<file path="src/rtl/conv_axil_pkg.sv">
// Shared register map, bit indices and FSM state types for the convolution AXI-Lite slave.
package conv_axil_pkg;

  localparam logic [7:0] REG_CTRL     = 8'h00;
  localparam logic [7:0] REG_STATUS   = 8'h04;
  localparam logic [7:0] REG_DONE_CLR = 8'h08;
  localparam logic [7:0] REG_K0       = 8'h10;
  localparam logic [7:0] REG_PIX_IN   = 8'h40;
  localparam logic [7:0] REG_RES_OUT  = 8'h44;

  localparam int NUM_K = 9;

  localparam int CTRL_START  = 0;
  localparam int CTRL_FLUSH  = 1;
  localparam int CTRL_IRQ_EN = 2;

  localparam int ST_BUSY        = 0;
  localparam int ST_DONE        = 1;
  localparam int ST_IN_FULL     = 2;
  localparam int ST_RES_EMPTY   = 3;
  localparam int ST_IN_LVL_LSB  = 8;
  localparam int ST_RES_LVL_LSB = 16;

  typedef enum logic [1:0] {OKAY = 2'b00, SLVERR = 2'b10} resp_t;

  typedef enum logic [1:0] {W_IDLE, W_HAVE_A, W_HAVE_D, W_RESP} wstate_e;
  typedef enum logic {R_IDLE, R_RESP} rstate_e;

endpackage

</file>
<file path="src/rtl/conv_sync_fifo.sv">
// First-word-fall-through synchronous FIFO with wrap-bit pointers and a synchronous clear.
module conv_sync_fifo #(
  parameter int WIDTH = 32,
  parameter int DEPTH = 16
) (
  input  logic                       clk,
  input  logic                       rst_n,
  input  logic                       clr_i,
  input  logic                       push_i,
  input  logic [WIDTH-1:0]           wdata_i,
  input  logic                       pop_i,
  output logic [WIDTH-1:0]           rdata_o,
  output logic                       full_o,
  output logic                       empty_o,
  output logic [$clog2(DEPTH):0]     level_o
);

  localparam int AW = $clog2(DEPTH);

  logic [DEPTH-1:0][WIDTH-1:0] mem_q;
  logic [AW:0]                 wptr_q, rptr_q;
  logic                        do_push, do_pop;

  assign level_o = wptr_q - rptr_q;
  assign empty_o = (level_o == '0);
  assign full_o  = (level_o == (AW+1)'(DEPTH));
  assign rdata_o = mem_q[rptr_q[AW-1:0]];

  // A pop frees the slot, so a full FIFO still takes a push in the same cycle.
  assign do_pop  = pop_i & ~empty_o;
  assign do_push = push_i & (~full_o | do_pop);

  always_ff @(posedge clk or negedge rst_n) begin
    if (!rst_n) begin
      mem_q  <= '0;
      wptr_q <= '0;
      rptr_q <= '0;
    end else if (clr_i) begin
      wptr_q <= '0;
      rptr_q <= '0;
    end else begin
      if (do_push) begin
        mem_q[wptr_q[AW-1:0]] <= wdata_i;
        wptr_q                <= wptr_q + (AW+1)'(1);
      end
      if (do_pop) rptr_q <= rptr_q + (AW+1)'(1);
    end
  end

endmodule

</file>
<file path="src/rtl/conv_axil_slave.sv">
// AXI4-Lite control/data slave for the convolution core: registers, pixel/result FIFOs, start/done.
// Optional CONV_AXIL_IRQ_EN adds an irq output and the CTRL IRQ_EN bit.
module conv_axil_slave
  import conv_axil_pkg::*;
#(
  parameter int ADDR_W     = 8,
  parameter int FIFO_DEPTH = 16,
  parameter int KW         = 8
) (
  input  logic              clk,
  input  logic              resetn,
  input  logic [ADDR_W-1:0] s_axi_awaddr,
  input  logic              s_axi_awvalid,
  output logic              s_axi_awready,
  input  logic [31:0]       s_axi_wdata,
  input  logic [3:0]        s_axi_wstrb,
  input  logic              s_axi_wvalid,
  output logic              s_axi_wready,
  output logic [1:0]        s_axi_bresp,
  output logic              s_axi_bvalid,
  input  logic              s_axi_bready,
  input  logic [ADDR_W-1:0] s_axi_araddr,
  input  logic              s_axi_arvalid,
  output logic              s_axi_arready,
  output logic [31:0]       s_axi_rdata,
  output logic [1:0]        s_axi_rresp,
  output logic              s_axi_rvalid,
  input  logic              s_axi_rready,
  output logic              core_start,
  input  logic              core_busy,
  input  logic              core_done,
`ifdef CONV_AXIL_IRQ_EN
  output logic              irq,
`endif
  output logic [9*KW-1:0]   kernel,
  output logic [31:0]       pix_tdata,
  output logic              pix_tvalid,
  input  logic              pix_tready,
  input  logic [31:0]       res_tdata,
  input  logic              res_tvalid,
  output logic              res_tready
);

  localparam int LW = $clog2(FIFO_DEPTH) + 1;

  function automatic logic is_reg(input logic [ADDR_W-1:0] a, input logic [7:0] off);
    return (a & ~ADDR_W'(3)) == ADDR_W'(off);
  endfunction

  wstate_e                    wstate_q;
  rstate_e                    rstate_q;
  logic                       awready_q, wready_q, bvalid_q, arready_q, rvalid_q;
  resp_t                      bresp_q, rresp_q, wr_resp, rd_resp;
  logic [ADDR_W-1:0]          awaddr_q, wr_addr;
  logic [31:0]                wdata_q, wr_data, rdata_q, rd_data, status;
  logic [NUM_K-1:0][KW-1:0]   kernel_q;
  logic                       done_q, start_q, alive_q;
  logic                       aw_hs, w_hs, ar_hs, wr_commit, wr_ctrl, wr_pix;
  logic                       start_d, flush, done_clr;
  logic                       in_push, in_full, in_empty;
  logic                       res_push, res_pop, res_full, res_empty;
  logic [LW-1:0]              in_level, res_level;
  logic [31:0]                res_head;
  logic                       unused_wstrb;

  assign unused_wstrb = ^s_axi_wstrb;

  assign aw_hs     = s_axi_awvalid & awready_q;
  assign w_hs      = s_axi_wvalid & wready_q;
  assign ar_hs     = s_axi_arvalid & arready_q;
  // Commit as soon as both halves are held, whether latched earlier or arriving now.
  assign wr_commit = (wstate_q != W_RESP) & (aw_hs | (wstate_q == W_HAVE_A))
                                          & (w_hs  | (wstate_q == W_HAVE_D));
  assign wr_addr   = aw_hs ? s_axi_awaddr : awaddr_q;
  assign wr_data   = w_hs  ? s_axi_wdata  : wdata_q;

  assign wr_ctrl  = wr_commit & is_reg(wr_addr, REG_CTRL);
  assign wr_pix   = wr_commit & is_reg(wr_addr, REG_PIX_IN);
  assign start_d  = wr_ctrl & wr_data[CTRL_START] & ~core_busy;
  assign flush    = wr_ctrl & wr_data[CTRL_FLUSH];
  assign done_clr = (wr_commit & is_reg(wr_addr, REG_DONE_CLR) & wr_data[0]) | flush | start_d;
  assign in_push  = wr_pix & ~in_full;
  assign wr_resp  = (wr_pix & in_full) ? SLVERR : OKAY;

`ifdef CONV_AXIL_IRQ_EN
  logic irq_en_q, irq_q;
  always_ff @(posedge clk or negedge resetn) begin
    if (!resetn) begin
      irq_en_q <= 1'b0;
      irq_q    <= 1'b0;
    end else begin
      if (wr_ctrl) irq_en_q <= wr_data[CTRL_IRQ_EN];
      irq_q <= done_q & irq_en_q;
    end
  end
  assign irq = irq_q;
`else
  logic irq_en_q;
  assign irq_en_q = 1'b0;
`endif

  always_comb begin
    status                          = '0;
    status[ST_BUSY]                 = core_busy;
    status[ST_DONE]                 = done_q;
    status[ST_IN_FULL]              = in_full;
    status[ST_RES_EMPTY]            = res_empty;
    status[ST_IN_LVL_LSB +: 8]      = 8'(in_level);
    status[ST_RES_LVL_LSB +: 8]     = 8'(res_level);
  end

  always_comb begin
    rd_data = '0;
    rd_resp = OKAY;
    if (is_reg(s_axi_araddr, REG_CTRL)) begin
      rd_data[CTRL_IRQ_EN] = irq_en_q;
    end else if (is_reg(s_axi_araddr, REG_STATUS)) begin
      rd_data = status;
    end else if (is_reg(s_axi_araddr, REG_RES_OUT)) begin
      if (res_empty) rd_resp = SLVERR;
      else           rd_data = res_head;
    end
    for (int i = 0; i < NUM_K; i++)
      if (is_reg(s_axi_araddr, REG_K0 + 8'(4*i))) rd_data = 32'($signed(kernel_q[i]));
  end

  assign res_pop = ar_hs & is_reg(s_axi_araddr, REG_RES_OUT) & ~res_empty;

  always_ff @(posedge clk or negedge resetn) begin
    if (!resetn) begin
      wstate_q  <= W_IDLE;
      awready_q <= 1'b0;
      wready_q  <= 1'b0;
      bvalid_q  <= 1'b0;
      bresp_q   <= OKAY;
      awaddr_q  <= '0;
      wdata_q   <= '0;
    end else begin
      if (aw_hs) awaddr_q <= s_axi_awaddr;
      if (w_hs)  wdata_q  <= s_axi_wdata;
      case (wstate_q)
        W_IDLE, W_HAVE_A, W_HAVE_D: begin
          if (wr_commit) begin
            wstate_q  <= W_RESP;
            awready_q <= 1'b0;
            wready_q  <= 1'b0;
            bvalid_q  <= 1'b1;
            bresp_q   <= wr_resp;
          end else if (aw_hs) begin
            wstate_q  <= W_HAVE_A;
            awready_q <= 1'b0;
            wready_q  <= 1'b1;
          end else if (w_hs) begin
            wstate_q  <= W_HAVE_D;
            awready_q <= 1'b1;
            wready_q  <= 1'b0;
          end else if (wstate_q == W_IDLE) begin
            awready_q <= 1'b1;
            wready_q  <= 1'b1;
          end
        end
        W_RESP: begin
          if (s_axi_bready) begin
            wstate_q  <= W_IDLE;
            bvalid_q  <= 1'b0;
            awready_q <= 1'b1;
            wready_q  <= 1'b1;
          end
        end
        default: wstate_q <= W_IDLE;
      endcase
    end
  end

  always_ff @(posedge clk or negedge resetn) begin
    if (!resetn) begin
      rstate_q  <= R_IDLE;
      arready_q <= 1'b0;
      rvalid_q  <= 1'b0;
      rresp_q   <= OKAY;
      rdata_q   <= '0;
    end else begin
      case (rstate_q)
        R_IDLE: begin
          if (ar_hs) begin
            rstate_q  <= R_RESP;
            arready_q <= 1'b0;
            rvalid_q  <= 1'b1;
            rdata_q   <= rd_data;
            rresp_q   <= rd_resp;
          end else begin
            arready_q <= 1'b1;
          end
        end
        R_RESP: begin
          if (s_axi_rready) begin
            rstate_q  <= R_IDLE;
            rvalid_q  <= 1'b0;
            arready_q <= 1'b1;
          end
        end
        default: rstate_q <= R_IDLE;
      endcase
    end
  end

  always_ff @(posedge clk or negedge resetn) begin
    if (!resetn) begin
      kernel_q <= '0;
      done_q   <= 1'b0;
      start_q  <= 1'b0;
      alive_q  <= 1'b0;
    end else begin
      for (int i = 0; i < NUM_K; i++)
        if (wr_commit && is_reg(wr_addr, REG_K0 + 8'(4*i))) kernel_q[i] <= wr_data[KW-1:0];
      // A done event landing with any clear still leaves the flag set.
      done_q  <= core_done | (done_q & ~done_clr);
      start_q <= start_d;
      alive_q <= 1'b1;
    end
  end

  assign res_push = res_tvalid & res_tready;

  conv_sync_fifo #(.WIDTH(32), .DEPTH(FIFO_DEPTH)) u_in_fifo (
    .clk    (clk),
    .rst_n  (resetn),
    .clr_i  (flush),
    .push_i (in_push),
    .wdata_i(wr_data),
    .pop_i  (pix_tvalid & pix_tready),
    .rdata_o(pix_tdata),
    .full_o (in_full),
    .empty_o(in_empty),
    .level_o(in_level)
  );

  conv_sync_fifo #(.WIDTH(32), .DEPTH(FIFO_DEPTH)) u_res_fifo (
    .clk    (clk),
    .rst_n  (resetn),
    .clr_i  (flush),
    .push_i (res_push),
    .wdata_i(res_tdata),
    .pop_i  (res_pop),
    .rdata_o(res_head),
    .full_o (res_full),
    .empty_o(res_empty),
    .level_o(res_level)
  );

  assign s_axi_awready = awready_q;
  assign s_axi_wready  = wready_q;
  assign s_axi_bvalid  = bvalid_q;
  assign s_axi_bresp   = bresp_q;
  assign s_axi_arready = arready_q;
  assign s_axi_rvalid  = rvalid_q;
  assign s_axi_rresp   = rresp_q;
  assign s_axi_rdata   = rdata_q;
  assign core_start    = start_q;
  assign kernel        = kernel_q;
  assign pix_tvalid    = ~in_empty;
  assign res_tready    = alive_q & ~res_full;

endmodule

</file>
<file path="config.mk">
export PLATFORM = sky130hd
export DESIGN_NAME = conv_axil_slave
export DESIGN_NICKNAME = d
export VERILOG_FILES = /design/src/rtl/conv_axil_pkg.sv /design/src/rtl/conv_sync_fifo.sv /design/src/rtl/conv_axil_slave.sv
export SDC_FILE = /design/constraint.sdc
export NUM_CORES = 2
export LEC_CHECK = 0
export CAP_MARGIN = 20
export CORE_MARGIN = 4
export CORE_UTILIZATION = 35
export DETAILED_ROUTE_END_ITERATION = 6
export SYNTH_ARGS = -nofsm -noshare
export SYNTH_HDL_FRONTEND = slang
export SYNTH_SLANG_ARGS = --single-unit
</file>
<file path="constraint.sdc">
create_clock -name clk -period 10.4 [get_ports clk]
set_input_delay 1.56 -clock clk [delete_from_list [all_inputs] [get_ports clk]]
set_output_delay 1.56 -clock clk [all_outputs]
set_load 0.02 [all_outputs]
</file>
==> flow_metrics.tcl <==
set metrics [dict create \
    comb_power_share 0.293 \
    synthArstFlopShare 1.00 \
    vias 31400 \
    clock_sinks 1199 \
    finalHoldViolCount 0 \
    finClkSkew_ps 26.5 \
    grtUsageTotal 0.182 \
    cp_max_fo 23 \
    p_sw_mw 5.10 \
    fmax_mhz 156 \
    grt_busiest_layer "met2" \
    die_x_um 402 \
    post-cts-setup-buffers 0 \
    cp.arrival_ps 4830 \
    final_common_cell "dfrtp_1" \
    cts_resized 0 \
    pre_cts_ws_ps 4310 \
    initial_core_util 0.352 \
    grt_use_met3 0.0310 \
    ff2ff_path_depth 10 \
    peakVddDrop_mv 0.177 \
    vias_per_cell 5.37 \
    fin_ws_ps 4010 \
    yosysWarnings 0 \
    drv_slew 0 \
    power_density_nw_per_um2 256 \
    pwr-share-seq 0.412 \
    drc_errors 0 \
    final_cell_mix "1193 x dfrtp_1, 1018 x mux2_2, 314 x mux4_2" \
    chipHeight_um 402 \
    min_path_type "flop to flop" \
    rsz0062_at_grt "false" \
    drive_gt1_frac 0.441 \
    final_cell_area_um2 63300 \
    cts_buffers 134 \
    ys_ff_latch 1199 \
    antenna_left 0 \
    holdPathEnd "u_in_fifo.mem_q[485]" \
    nNetsFinal 3815 \
    clkPwrFrac 0.296 \
    status "finished, final reports clean" \
    die_area_um2 162000 \
    grt_max_degree 190 \
    cp-start-kind "flop" \
    drtPass1Iterations 5 \
    tightestPinTransition_ps 1120 \
    grt_pass1_wl_um 222000 \
    fin_crit_ps 6390 \
    syn_area_per_cell_um2 15.3 \
    holdBufCountCts 0 \
    p_int_mw 11.1 \
    rows 144 \
    synth_cell_type_count 67 \
    cts_buffer_depth 3 \
    cts_tree "built" \
    slew_headroom 0.251 \
    wl_per_cell_um 25.1 \
    grt_use_met1 0.252 \
    core_area_um2 154000 \
    syn2layout_area_growth_pct 16.5 \
    p_leak_nw 28.4 \
    clock_latency_ps 760 \
    initialDrtViolationCount 2267 \
    yosysSeqAreaShare 0.552 \
    endpoint_kind "primary output" \
    io_buffers 232 \
    syn_inst 3550 \
    timing.final.crit_share 0.615 \
    grt_use_met2 0.296 \
    power.share.switching 0.315 \
    crit_required_ps 8840 \
    synth-edff-count 0 \
    place_congestion 0.814 \
    wirelength_um 147000 \
    clk_pin_slew_worst_paths_ps 60 \
    hold-path-cell-count 2 \
    rr_startpoint "u_in_fifo.rptr_q[0]" \
    place_area_um2 58800 \
    setup_violations 0 \
    cts_htree_levels 4 \
    r2r-end "u_in_fifo.mem_q[414]" \
    syn_area_um2 54400 \
    drv_cap 0 \
    hpwlAfterDp_um 86000 \
    crit_type "flop to primary output" \
    ys.flop_type "dfrtp_1" \
    clock-root-buffer "clkbuf_16" \
    fin_setup_tns_ps 0 \
    min_from "u_in_fifo.mem_q[485]" \
    ff2ff_setup_slack_ps 5510 \
    gr-total-overflow 0 \
    ios 243 \
    grt_pass1_vias 33200 \
    antenna_found_initial 12 \
]
[layout make-up]
type,instances,area [µm²]
Sequential cell,1199,30000
Tap cell,2044,2560
Multi-Input combinational cell,2022,23100
Antenna cell,4,10.0
Timing Repair Buffer,316,3020
Clock inverter,32,513
Fill cell,14200,90900
Inverter,27,101
Clock buffer,204,3970
[power groups by stage]
stage	Clock, mW	Sequential, mW	Combinational, mW
6_report	4.80	6.67	4.75
5_1_grt	5.13	6.83	5.13
4_1_cts	4.92	6.67	4.83
3_5_place_dp	0	6.74	4.82
3_3_place_gp	0	6.70	4.75
2_1_floorplan	0	6.57	3.25
[metal layers]
metal | up-vias | routed length, µm
met5 | - | 9
met1 | 17000 | 65900
met3 | 202 | 6580
met2 | 671 | 70800
li1 | 13500 | -
met4 | 2 | 3510
[kinds of logic after synthesis]
group,after synthesis,synth area share
AOI/OAI and AO/OA,223,0.0257
DFF,1199,0.552
and+or+nand+nor,368,0.0362
buffers and inverters,330,0.0257
muxes,1389,0.352
adders and majority gates,20,0.00488
other,2,0.000138
xor gates and xnor gates,19,0.00306
[worst max-delay path by stage]
stage                                    start                    to  slack [ps]  cells after the start
after CTS                 u_res_fifo.rptr_q[1]            res_tready        3880                      9
after detailed placement         s_axi_awvalid  u_in_fifo.mem_q[238]        4310                      8
after global placement           s_axi_awvalid  u_in_fifo.mem_q[239]        4300                      8
final                     u_res_fifo.rptr_q[1]            res_tready        4010                      9
after floorplan           u_res_fifo.rptr_q[1]            res_tready        5140                     12
after global routing      u_res_fifo.rptr_q[1]            res_tready        3750                      9
[critical path, stage by stage, from the launching register on]
cell and delay, ps:
dfrtp_4 660, clkinv_1 530, fa_1 650, xor2_1 190, a211o_1 290, a211oi_1 430
nand2b_1 170, buf_4 350, inv_1 200, clkdlybuf4s50_1 580
[per-stage QoR]
step,total power [mW],utilization,cells,hold WS (ps)
after floorplan,9.82,-,3551,445
after global placement,11.5,0.382,5607,461
after detailed placement,11.6,0.382,5608,470
after CTS,16.4,0.411,5844,484
after global routing,17.1,0.411,5844,508
final,16.2,0.411,5848,479
[synthesized netlist by cell type, types with 12 or more instances]
cell      instances  share of area
dfrtp_1        1199           0.55
mux2_2         1018           0.21
mux4_2          314           0.13
clkbuf_1        173          0.012
nand2_1         147          0.010
o21ai_0          96         0.0088
buf_2            64         0.0059
buf_1            54         0.0037
nor2_1           43         0.0030
a21oi_1          38         0.0035
and3_1           35         0.0040
mux2_1           34         0.0070
nand3_1          24         0.0022
inv_1            23         0.0016
mux2i_1          23         0.0042
ha_1             18         0.0041
o22a_1           17         0.0027
nand3b_1         16         0.0022
o22ai_1          13         0.0015
xnor2_1          12         0.0019
[state kept, by name (all words and copies together), names as in the netlist, 2 cells and up]
register,cells
awaddr_q,6
u_res_fifo.wptr_q,5
u_res_fifo.rptr_q,5
u_in_fifo.wptr_q,5
u_in_fifo.rptr_q,5
wdata_q,32
u_in_fifo.mem_q,512
s_axi_rdata,32
kernel,72
u_res_fifo.mem_q,512
wstate_q,2
(Power assumes the default switching activity.)
